==> config.mk <==
export PLATFORM = sky130hd
export DESIGN_NAME = x7seg_capture
export DESIGN_NICKNAME = d
export VERILOG_FILES = /design/src/rtl/x7seg_pkg.sv /design/src/rtl/x7seg_capture_seg2hex.sv /design/src/rtl/x7seg_capture.sv
export SDC_FILE = /design/constraint.sdc
export NUM_CORES = 1
export LEC_CHECK = 0
export ABC_AREA = 0
export CAP_MARGIN = 20
export CORE_ASPECT_RATIO = 0.9
export CORE_MARGIN = 10
export CORE_UTILIZATION = 24
export CTS_BUF_LIST = sky130_fd_sc_hd__clkbuf_8
export CTS_CLUSTER_DIAMETER = 40
export DETAILED_ROUTE_END_ITERATION = 10
export HOLD_SLACK_MARGIN = 0.05
export SETUP_SLACK_MARGIN = 0.15
export SYNTH_ARGS = -nofsm -noshare
export SYNTH_HDL_FRONTEND = slang
export SYNTH_SLANG_ARGS = --single-unit
==> constraint.sdc <==
create_clock -name clk -period 7 [get_ports clk]
set_input_delay 1.4 -clock clk [delete_from_list [all_inputs] [get_ports clk]]
set_output_delay 1.4 -clock clk [all_outputs]
set_load 0.05 [all_outputs]
==> src/rtl/x7seg_pkg.sv <==
// x7seg_pkg: segment/anode encodings shared by the seven-segment driver and its capture block.
package x7seg_pkg;
    localparam logic [6:0] SEG_0 = 7'b0000001;
    localparam logic [6:0] SEG_1 = 7'b1001111;
    localparam logic [6:0] SEG_2 = 7'b0010010;
    localparam logic [6:0] SEG_3 = 7'b0000110;
    localparam logic [6:0] SEG_4 = 7'b1001100;
    localparam logic [6:0] SEG_5 = 7'b0100100;
    localparam logic [6:0] SEG_6 = 7'b0100000;
    localparam logic [6:0] SEG_7 = 7'b0001111;
    localparam logic [6:0] SEG_8 = 7'b0000000;
    localparam logic [6:0] SEG_9 = 7'b0000100;
    localparam logic [6:0] SEG_A = 7'b0001000;
    localparam logic [6:0] SEG_B = 7'b1100000;
    localparam logic [6:0] SEG_C = 7'b0110001;
    localparam logic [6:0] SEG_D = 7'b1000010;
    localparam logic [6:0] SEG_E = 7'b0110000;
    localparam logic [6:0] SEG_F = 7'b0111000;
    localparam logic [6:0] SEG_BLANK = 7'b1111111;
    localparam logic [3:0] AN_D0 = 4'b1110;
    localparam logic [3:0] AN_D1 = 4'b1101;
    localparam logic [3:0] AN_D2 = 4'b1011;
    localparam logic [3:0] AN_D3 = 4'b0111;
    localparam logic [3:0] AN_NONE = 4'b1111;
    // Indexed by hex value.
    localparam logic [6:0] SEG_CODES [16] = '{SEG_0, SEG_1, SEG_2, SEG_3, SEG_4, SEG_5, SEG_6, SEG_7,
                                              SEG_8, SEG_9, SEG_A, SEG_B, SEG_C, SEG_D, SEG_E, SEG_F};
    typedef struct packed {
        logic       legal;
        logic [3:0] hex;
    } seg_dec_t;
    function automatic logic seg_is_legal(input logic [6:0] seg);
        seg_is_legal = 1'b0;
        for (int k = 0; k < 16; k++) if (seg == SEG_CODES[k]) seg_is_legal = 1'b1;
    endfunction
endpackage

==> src/rtl/x7seg_capture_seg2hex.sv <==
// x7seg_seg2hex: combinational segment pattern to {legal, hex} decoder.
module x7seg_seg2hex
    import x7seg_pkg::*;
(
    input  logic [6:0] i_seg,
    output seg_dec_t   o_dec
);
    always_comb begin
        o_dec.legal = seg_is_legal(i_seg);
        o_dec.hex = 4'h0;
        for (int k = 0; k < 16; k++) if (i_seg == SEG_CODES[k]) o_dec.hex = 4'(k);
    end
endmodule

==> src/rtl/x7seg_capture.sv <==
// x7seg_capture: samples a multiplexed 7-segment bus, waits for stable patterns and decodes
// them back into four hex digits with validity, frame, error and staleness reporting.
module x7seg_capture
    import x7seg_pkg::*;
#(
    parameter int STABLE_CYCLES  = 4,
    parameter int TIMEOUT_CYCLES = 262144
) (
    input  logic       clk,
    input  logic       rst,
    input  logic [6:0] a_to_g,
    input  logic [3:0] an,
    output logic [3:0] led0,
    output logic [3:0] led1,
    output logic [3:0] led2,
    output logic [3:0] led3,
    output logic [3:0] dig_valid,
    output logic       frame_done,
    output logic       seg_err,
    output logic       stale
);
    localparam int TW = $clog2(TIMEOUT_CYCLES + 1);

    logic [10:0]   r_s1, r_s2, r_prev;
    logic [7:0]    r_cnt;
    logic          r_armed;
    logic [3:0]    r_seen;
    logic [TW-1:0] r_tcnt;
    logic [3:0]    r_led [4];
    seg_dec_t      w_dec;
    logic [3:0]    w_an;
    logic          w_same, w_sel, w_cap, w_timeout;
    logic [1:0]    w_pos;
    logic [3:0]    w_seen_nx;
    logic [TW-1:0] w_tcnt_nx;

    x7seg_seg2hex u_dec (
        .i_seg(r_s2[6:0]),
        .o_dec(w_dec)
    );

    assign w_an = r_s2[10:7];
    assign w_same = r_s2 == r_prev;
    assign w_sel = w_an == AN_D0 || w_an == AN_D1 || w_an == AN_D2 || w_an == AN_D3;
    assign w_pos = w_an == AN_D1 ? 2'd1 : w_an == AN_D2 ? 2'd2 : w_an == AN_D3 ? 2'd3 : 2'd0;
    // armed guarantees a single capture per stable period even if cnt were to revisit S-1.
    assign w_cap = w_same && r_armed && w_sel && r_cnt == 8'(STABLE_CYCLES - 1);
    assign w_seen_nx = r_seen | (4'b0001 << w_pos);
    assign w_tcnt_nx = w_cap ? '0 : r_tcnt == TW'(TIMEOUT_CYCLES) ? r_tcnt : r_tcnt + 1'b1;
    assign w_timeout = w_tcnt_nx == TW'(TIMEOUT_CYCLES);

    assign led0 = r_led[0];
    assign led1 = r_led[1];
    assign led2 = r_led[2];
    assign led3 = r_led[3];

    always_ff @(posedge clk) begin
        if (rst) begin
            r_s1 <= {AN_NONE, SEG_BLANK};
            r_s2 <= {AN_NONE, SEG_BLANK};
            r_prev <= {AN_NONE, SEG_BLANK};
            r_cnt <= '0;
            r_armed <= 1'b0;
            r_seen <= '0;
            r_tcnt <= '0;
            for (int k = 0; k < 4; k++) r_led[k] <= '0;
            dig_valid <= '0;
            frame_done <= 1'b0;
            seg_err <= 1'b0;
            stale <= 1'b0;
        end else begin
            r_s1 <= {an, a_to_g};
            r_s2 <= r_s1;
            r_prev <= r_s2;
            r_cnt <= !w_same ? 8'd0 : r_cnt == 8'(STABLE_CYCLES) ? r_cnt : r_cnt + 8'd1;
            r_armed <= !w_same ? 1'b1 : w_cap ? 1'b0 : r_armed;
            r_tcnt <= w_tcnt_nx;
            stale <= w_timeout;
            frame_done <= w_cap && w_seen_nx == 4'hF;
            seg_err <= w_cap && !w_dec.legal;
            if (w_timeout) begin
                dig_valid <= '0;
                r_seen <= '0;
            end
            if (w_cap) begin
                r_seen <= w_seen_nx == 4'hF ? 4'h0 : w_seen_nx;
                dig_valid[w_pos] <= w_dec.legal;
                if (w_dec.legal) r_led[w_pos] <= w_dec.hex;
            end
        end
    end
endmodule

==> impl_metrics.toml, run 1 <==
[critical_path]
path_class = "flip-flop to flip-flop"
worstPathCellList = "xor2_1, nor4_1, nand3_1, or3_1, nand2b_1, o21bai_2, a21oi_1"
startpoint = "r_s2[2]"
start_kind = "flip-flop"
crit_family = "simple AND/OR/NAND/NOR gates"
end_kind = "flip-flop"
rr_startpoint = "r_s2[2]"
cp_num_buf_inv = 0
cp_data_required_time_ps = 7260
cpPeakStageDelay_ps = 660
crit_arrival_ps = 3450
crit_path_max_fanout = 21
critPathSlowestCell = "dfxtp_1"

[cells_and_area]
fin_util = 0.283
fin_cells = 670
synthToLayoutAreaGrowth_pct = 16.0
fillers = 1760
num_antenna_cells = 0
drive_gt1_frac = 0.137
seqCellArea_um2 = 1920
multi_input_area_um2 = 1970
fin_nets = 471

[run_status]
status = "completed"

[synth]
synth_area_um2 = 4090
synthTopCellsByArea = "dfxtp_1 (35%), edfxtp_1 (12%), xor2_1 (6.4%), or2_2 (5.2%), nor2_1 (4.8%)"
synth_flop_cell = "dfxtp_1"
yosysMostFrequentCell = "dfxtp_1"
ys_types = 64
synth_seq_cells = 88
synth-edff-count = 16
yosysSeqAreaShare = 0.470
syn_nets = 454
synth_top_area_frac = 0.352
synthCells = 437
syn_area_per_cell_um2 = 9.37
async_flop_share = 0
yosys_warnings = 0
yosys.area.top_type = "dfxtp_1"
synthTopCellsByCount = "dfxtp_1 (72), nor2_1 (52), or2_2 (34)"

[sta]
timing.hold.ws_ps = 415
worst_slack_ps = 3810
relSlewSlack = 0.473
fin_setup_tns_ps = 0
finalCritPeriodShare = 0.456
worst_slew_pin_slew_ps = 784
fmax_mhz = 313
setup-violations-final = 0
fin_skew_ps = 18.0
hold_viol = 0
rsz0062_at_grt = "no"
layout_min_cycle_time_ps = 3190
maxSlewViolCount = 0

[cts]
cts_setup_buffers = 0
clock_latency_ps = 380
path_clk_slew_ps = 100
post_cts_resized = 0
cts_max_level = 3
cts_hold_buf = 0
clock_sinks = 88
root_buffer = "clkbuf_8"
cts_tree = "yes"
cts_buffers = 9
clk_path_buf_depth = 2

[placed_design]
dp.cells = 654
port_buffers = 35
place_ws_ps = 3590
post-dp-hpwl_um = 6250
routabilityCongestion = 0.814

[grt]
grt_first_pass_wirelength_um = 14600
grt-ovfl-total = 0
grt_max_degree = 47
grt.total_usage = 0.0790
antenna_found_initial = 0
grt_pass1_vias = 3012

[routing]
routed_wl_um = 8530
num_vias = 3078
dr.first_iter.drc_count = 227
viasPerCell = 4.59
wl_per_cell_um = 12.7
drc = 0
dr.pass1.iters = 4
ant_nets = 0

[power]
vdd_drop_max_v = 0.0000857
power_per_cell_area_nw_per_um2 = 200
power.leakage_nw = 1.65

[floorplanning]
die_w_um = 158
ioPinCount = 36
coreArea_um2 = 16800
die_h_um = 144
rows = 45
initial_core_util = 0.244
dieArea_um2 = 22700

[min_path]
hold_start = "r_s1[6]"
hold_class = "flip-flop to flip-flop"

[flow_run]
maxCapViolations = 0
[state kept, by name, indices dropped and copies added (netlist names)]
| signal | flops |
|---|---|
| r_prev | 11 |
| r_tcnt | 19 |
| r_s1 | 11 |
| r_led | 16 |
| dig_valid | 4 |
| stale | 1 |
| frame_done | 1 |
| r_armed | 1 |
| r_cnt | 8 |
| r_seen | 4 |
| seg_err | 1 |
| r_s2 | 11 |
[stage by stage]
| stage | power (W) | area, um^2 |
|---|---|---|
| after CTS | 0.000963 | 4750 |
| after global placement | 0.000624 | 4570 |
| final | 0.000949 | 4750 |
| after detailed placement | 0.000627 | 4570 |
| after floorplan | 0.000604 | 4090 |
| after global routing | 0.000991 | 4750 |
[cell usage in the layout (no fill, tap or decap), types with 2 or more instances in the layout]
cell and n:
o21a_1 2, nand2_1 21, nor2_1 52, inv_4 2, ha_1 4, nor3_1 16, a211o_1 2, and4b_1 2
or4_1 2, o21bai_1 4, clkdlybuf4s50_1 35, and2_1 3, nand2b_1 3, nand3_1 21, inv_1 14, dfxtp_1 72
nor4_1 3, xnor2_1 10, inv_8 2, edfxtp_1 16, nand3b_1 3, and3_1 6, a211oi_1 2, clkbuf_8 9
inv_6 2, mux2i_1 3, a21o_1 3, o211ai_1 2, nand4_1 7, nand4b_1 3, and4_1 3, xor2_1 30
or2_1 2, o21ai_0 8, o31ai_1 3, nor2b_1 2, o22ai_1 4, a21oi_1 15, or3_1 5, or2_2 34
[layout make-up]
cell class	instances	share of cell area
Multi-Input combinational cell	305	0.415
Sequential cell	88	0.405
Timing Repair Buffer	36	0.0754
Tap cell	211	0.0556
Clock buffer	9	0.0261
Clock inverter	7	0.0121
Inverter	14	0.0111
[worst paths after layout]
| kind | endpoint | slack [ps] | depth (start not counted) |
|---|---|---|---|
| worst min register to register | r_s2[6] | 420 | 1 |
| worst min-delay path | r_s2[6] | 420 | 1 |
| worst max-delay path | r_seen[2] | 3810 | 7 |
| worst max register to register | r_seen[2] | 3810 | 7 |
[metal layers]
| metal | vias up | GRT usage | share of wire |
|---|---|---|---|
| li1 | 1543 | - | - |
| met1 | 1417 | 0.102 | 0.48 |
| met2 | 106 | 0.117 | 0.42 |
| met3 | 12 | 0.0245 | 0.075 |
| met4 | 0 | 0.0379 | 0.023 |
| met5 | - | 0 | 0 |
[cells by family after synthesis]
group	count (synthesis)	share of synthesized area
AND/OR/NAND/NOR	195	0.262
flip-flops	88	0.470
buffers and inverters	44	0.0489
XOR/XNOR	40	0.0856
adder cells (fa/ha/maj)	4	0.0122
AO/OA/AOI/OAI	62	0.111
multiplexers	4	0.0110
[power breakdown]
part | switching, W | total (W) | internal, W
clock network | 0.000198 | 0.000334 | 0.000136
logic | 0.0000410 | 0.0000732 | 0.0000322
registers | 0.0000145 | 0.000542 | 0.000527
Note: power is estimated with default switching activity, not from simulation.
==> run 2: changes to the inputs <==
Clock period 7 ns to 2.6 ns, I/O delays scaled along.
==> run 2 against run 1 <==
Hold slack worse by 3.3 ps. Maximum frequency is 38% higher. Sequential cell count stayed put. Final cell count is 1.8% higher. Sequential share of layout area is 0.90 points lower. Die area stayed put. Total power grew to 2.7 times the previous value. Register-to-register slack worse by 3500 ps. Sequential power grew to 2.7 times the previous value. Count of clock-buffer cells in the layout stayed put.
==> impl_metrics.toml, run 2 (same netlist as run 1, synthesis figures left out) <==
[run_status]
status = "completed"

[routing]
viasPerCell = 4.56
wl_per_cell_um = 12.6
num_vias = 3109
routed_wl_um = 8610
dr.first_iter.drc_count = 246
dr.pass1.iters = 4
ant_nets = 0
drc = 0

[sta]
worst_slack_ps = 286
fin_skew_ps = 7.12
maxSlewViolCount = 0
worst_slew_pin_slew_ps = 521
rsz0062_at_grt = "yes"
relSlewSlack = 0.652
fin_setup_tns_ps = 0
setup-violations-final = 0
layout_min_cycle_time_ps = 2310
fmax_mhz = 432
finalCritPeriodShare = 0.890
hold_viol = 0

[critical_path]
start_kind = "flip-flop"
crit_arrival_ps = 2600
crit_path_max_fanout = 7
end_kind = "flip-flop"
path_class = "flip-flop to flip-flop"
cp_data_required_time_ps = 2890

[cts]
cts_buffers = 9
root_buffer = "clkbuf_8"
path_clk_slew_ps = 80
cts_setup_buffers = 0
clock_latency_ps = 350
cts_hold_buf = 0
cts_tree = "yes"
clk_path_buf_depth = 2
cts_max_level = 3
clock_sinks = 88

[floorplanning]
initial_core_util = 0.244
die_h_um = 144
dieArea_um2 = 22700
die_w_um = 158
ioPinCount = 36
rows = 45
coreArea_um2 = 16800

[grt]
grt-ovfl-total = 0
grt_pass1_vias = 3004
antenna_found_initial = 0
grt.total_usage = 0.0780
grt_max_degree = 46
grt_first_pass_wirelength_um = 14500

[placed_design]
port_buffers = 35
placed_area_um2 = 4660
place_ws_ps = 168
dp.cells = 666
routabilityCongestion = 0.814
post-dp-hpwl_um = 6510

[min_path]
hold_class = "flip-flop to flip-flop"

[cells_and_area]
drive_gt1_frac = 0.189
fin_cells = 682
synthToLayoutAreaGrowth_pct = 19.4
reg_top3 = "r_tcnt x19, r_led x16"
stdcell_area_um2 = 4880
fin_nets = 483
regMostFlops = "r_tcnt"
layout_commonest_cell = "dfxtp_1"
final_cell_mix = "dfxtp_1 (63), nor2_1 (52), clkdlybuf4s50_1 (35)"
num_antenna_cells = 0
largest_reg_flops = 19

[power]
vdd_drop_max_v = 0.000198
power.leakage_nw = 1.72
power_per_cell_area_nw_per_um2 = 531

[flow_run]
maxCapViolations = 0
==> run 2: cell count changes in the layout (fill, tap and decap cells not counted), sizes merged <==
cell | before | now
bufinv | 0 | 1
inv | 20 | 15
clkinv | 1 | 5
buf | 1 | 13
==> run 2: final timing paths <==
kind	from	slack (ps)	cells past startpoint	to
min reg2reg	r_s1[6]	410	1	r_s2[6]
min	r_s1[6]	410	1	r_s2[6]
max reg2reg	r_tcnt[8]	290	7	r_seen[2]
max	r_tcnt[8]	290	7	r_seen[2]
==> run 2: critical path, cell delays in order (launching register included) <==
cell,delay [ps]
dfxtp_1,380
or4_1,550
nor4_2,250
and2_1,210
mux2_4,320
o211ai_4,250
o21bai_2,130
a21oi_1,150
==> run 2: timing repair <==
item                       4_1_cts  5_1_grt
pin swaps                        0        1
resized for setup                1       13
setup endpoints to repair        1       54
==> run 2: routing by layer <==
metal  global-route usage  up-vias  wire length [um]
li1                     -     1560                 -
met5                    0        -                 0
met4               0.0324        0               123
met3               0.0215        6               529
met1                0.104     1468              4340
met2                0.116       75              3620
==> run 2: metrics by stage <==
stage,power (W),utilization,hold WS [ps]
floorplan,0.00163,-,389
global placement,0.00169,0.278,394
detailed placement,0.00170,0.278,393
CTS,0.00263,0.289,414
global route,0.00272,0.291,434
finish,0.00259,0.291,412
==> run 2: report_power, final <==
group / internal, W / total [W] / switching, W
Clock: 0.000446 / 0.000929 / 0.000483
Sequential: 0.00142 / 0.00145 / 0.0000327
Combinational: 0.0000943 / 0.000212 / 0.000118
Total: 0.00196 / 0.00259 / 0.000634
==> run 2: layout make-up <==
type	count	area, um^2
Timing Repair Buffer	48	448
Tap cell	211	264
Clock inverter	7	71.3
Fill cell	1760	11900
Clock buffer	9	124
Inverter	14	52.6
Multi-Input combinational cell	305	1990
Sequential cell	88	1930
==> run 3: changes to the inputs <==
Settings changed: CORE_UTILIZATION 24 to 54, PLACE_DENSITY set to 0.84.
==> run 3 against run 2 <==
Routed wire length fell by 3.9%. Utilization increased by 35 points. Sequential power is essentially flat. Maximum frequency is 1.4% lower. Total power grew 6.0%. Sequential cell count did not move. Critical path depth increased by 1. Via count rose by 1.0%. Critical path type unchanged.
==> impl_metrics.toml, run 3 (same netlist as run 1, synthesis figures left out) <==
[cells_and_area]
synthToLayoutAreaGrowth_pct = 16.7
drive_gt1_frac = 0.182
num_antenna_cells = 0
final_cell_mix = "dfxtp_1 (65), nor2_1 (52), clkdlybuf4s50_1 (35)"
reg_top3 = "r_tcnt x19, r_led x16"
largest_reg_flops = 19
layout_commonest_cell = "dfxtp_1"
fin_nets = 484
regMostFlops = "r_tcnt"

[routing]
ant_nets = 0
num_vias = 3140
drc = 0
routed_wl_um = 8270
dr.first_iter.drc_count = 192
viasPerCell = 5.53
dr.pass1.iters = 4
wl_per_cell_um = 14.6

[sta]
fin_setup_tns_ps = 0
layout_min_cycle_time_ps = 2350
rsz0062_at_grt = "yes"
worst_slew_pin_slew_ps = 533
hold_viol = 0
setup-violations-final = 0
finalCritPeriodShare = 0.903
fin_skew_ps = 10.8
relSlewSlack = 0.636
timing.hold.ws_ps = 415
fmax_mhz = 426
maxSlewViolCount = 0

[power]
power_w = 0.00275
power_per_cell_area_nw_per_um2 = 576
vdd_drop_max_v = 0.000305
power.leakage_nw = 1.74

[cts]
cts_tree = "yes"
clock_sinks = 88
clock_latency_ps = 360
post_cts_resized = 0
cts_setup_buffers = 0
cts_buffers = 9
clk_path_buf_depth = 2
cts_hold_buf = 0
path_clk_slew_ps = 100
cts_max_level = 3
root_buffer = "clkbuf_8"

[critical_path]
critPathSlowestCell = "dfxtp_1"
path_class = "flip-flop to flip-flop"
cp_num_buf_inv = 1
cpPeakStageDelay_ps = 470
cp_data_required_time_ps = 2620
crit_arrival_ps = 2370
crit_family = "simple AND/OR/NAND/NOR gates"
reg2reg_slack_ps = 250
end_kind = "flip-flop"
start_kind = "flip-flop"
worstPathCellList = "buf_4, nand3_1, o2bb2ai_1, a32oi_1, nor2_1, or3_1, nand2_1, o21bai_1"
crit_path_max_fanout = 10

[grt]
grt-ovfl-total = 0
grt_max_degree = 46
grt_pass1_vias = 2887
grt_first_pass_wirelength_um = 14000
antenna_found_initial = 0
grt.total_usage = 0.145

[placed_design]
post-dp-hpwl_um = 5970
routabilityCongestion = 0.936
port_buffers = 35

[floorplanning]
ioPinCount = 36
dieArea_um2 = 11500
die_w_um = 112
rows = 30
die_h_um = 103
coreArea_um2 = 7470
initial_core_util = 0.548

[min_path]
hold_class = "flip-flop to flip-flop"

[run_status]
status = "completed"

[flow_run]
maxCapViolations = 0
[run 3: layout make-up]
cell class                      instances  area [um^2]
Tap cell                               96          120
Clock inverter                          7          109
Fill cell                             583         2690
Multi-Input combinational cell        305         1980
Clock buffer                            9          124
Sequential cell                        88         1930
Inverter                               14         52.6
Timing Repair Buffer                   49          455
[run 3: layer usage]
| layer | track usage | wire length, um |
|---|---|---|
| met1 | 0.185 | 3800 |
| met2 | 0.229 | 3830 |
| met3 | 0.0413 | 557 |
| met4 | 0.0563 | 82 |
| met5 | 0 | 0 |
[run 3: worst reg2reg max path, stage by stage (launching register included)]
cell	delay [ps]
dfxtp_1	470
buf_4	230
nand3_1	120
o2bb2ai_1	180
a32oi_1	70
nor2_1	230
or3_1	210
nand2_1	140
o21bai_1	370
[run 3: per-stage QoR]
stage	worst slack, ps	cell area, um^2	utilization	instances
after floorplan	282	4090	-	437
after global placement	282	4520	0.605	552
after detailed placement	245	4520	0.605	552
after CTS	216	4750	0.636	568
after global routing	86.8	4780	0.639	568
final	253	4780	0.639	568
[run 3: report_power, final]
| part | leakage (nW) | internal, W | switching [W] | total [W] |
|---|---|---|---|---|
| Sequential | 0.755 | 0.00142 | 0.0000328 | 0.00145 |
| Combinational | 0.865 | 0.0000949 | 0.000119 | 0.000214 |
| Clock | 0.119 | 0.000565 | 0.000520 | 0.00108 |
[run 3: path summary, 6_finish.rpt]
| check | cells past startpoint | to | start |
|---|---|---|---|
| max | 8 | r_led[1][3] | r_s2[2] |
| min | 1 | r_s2[8] | r_s1[8] |
| max reg2reg | 8 | r_led[1][3] | r_s2[2] |
| min reg2reg | 1 | r_s2[8] | r_s1[8] |
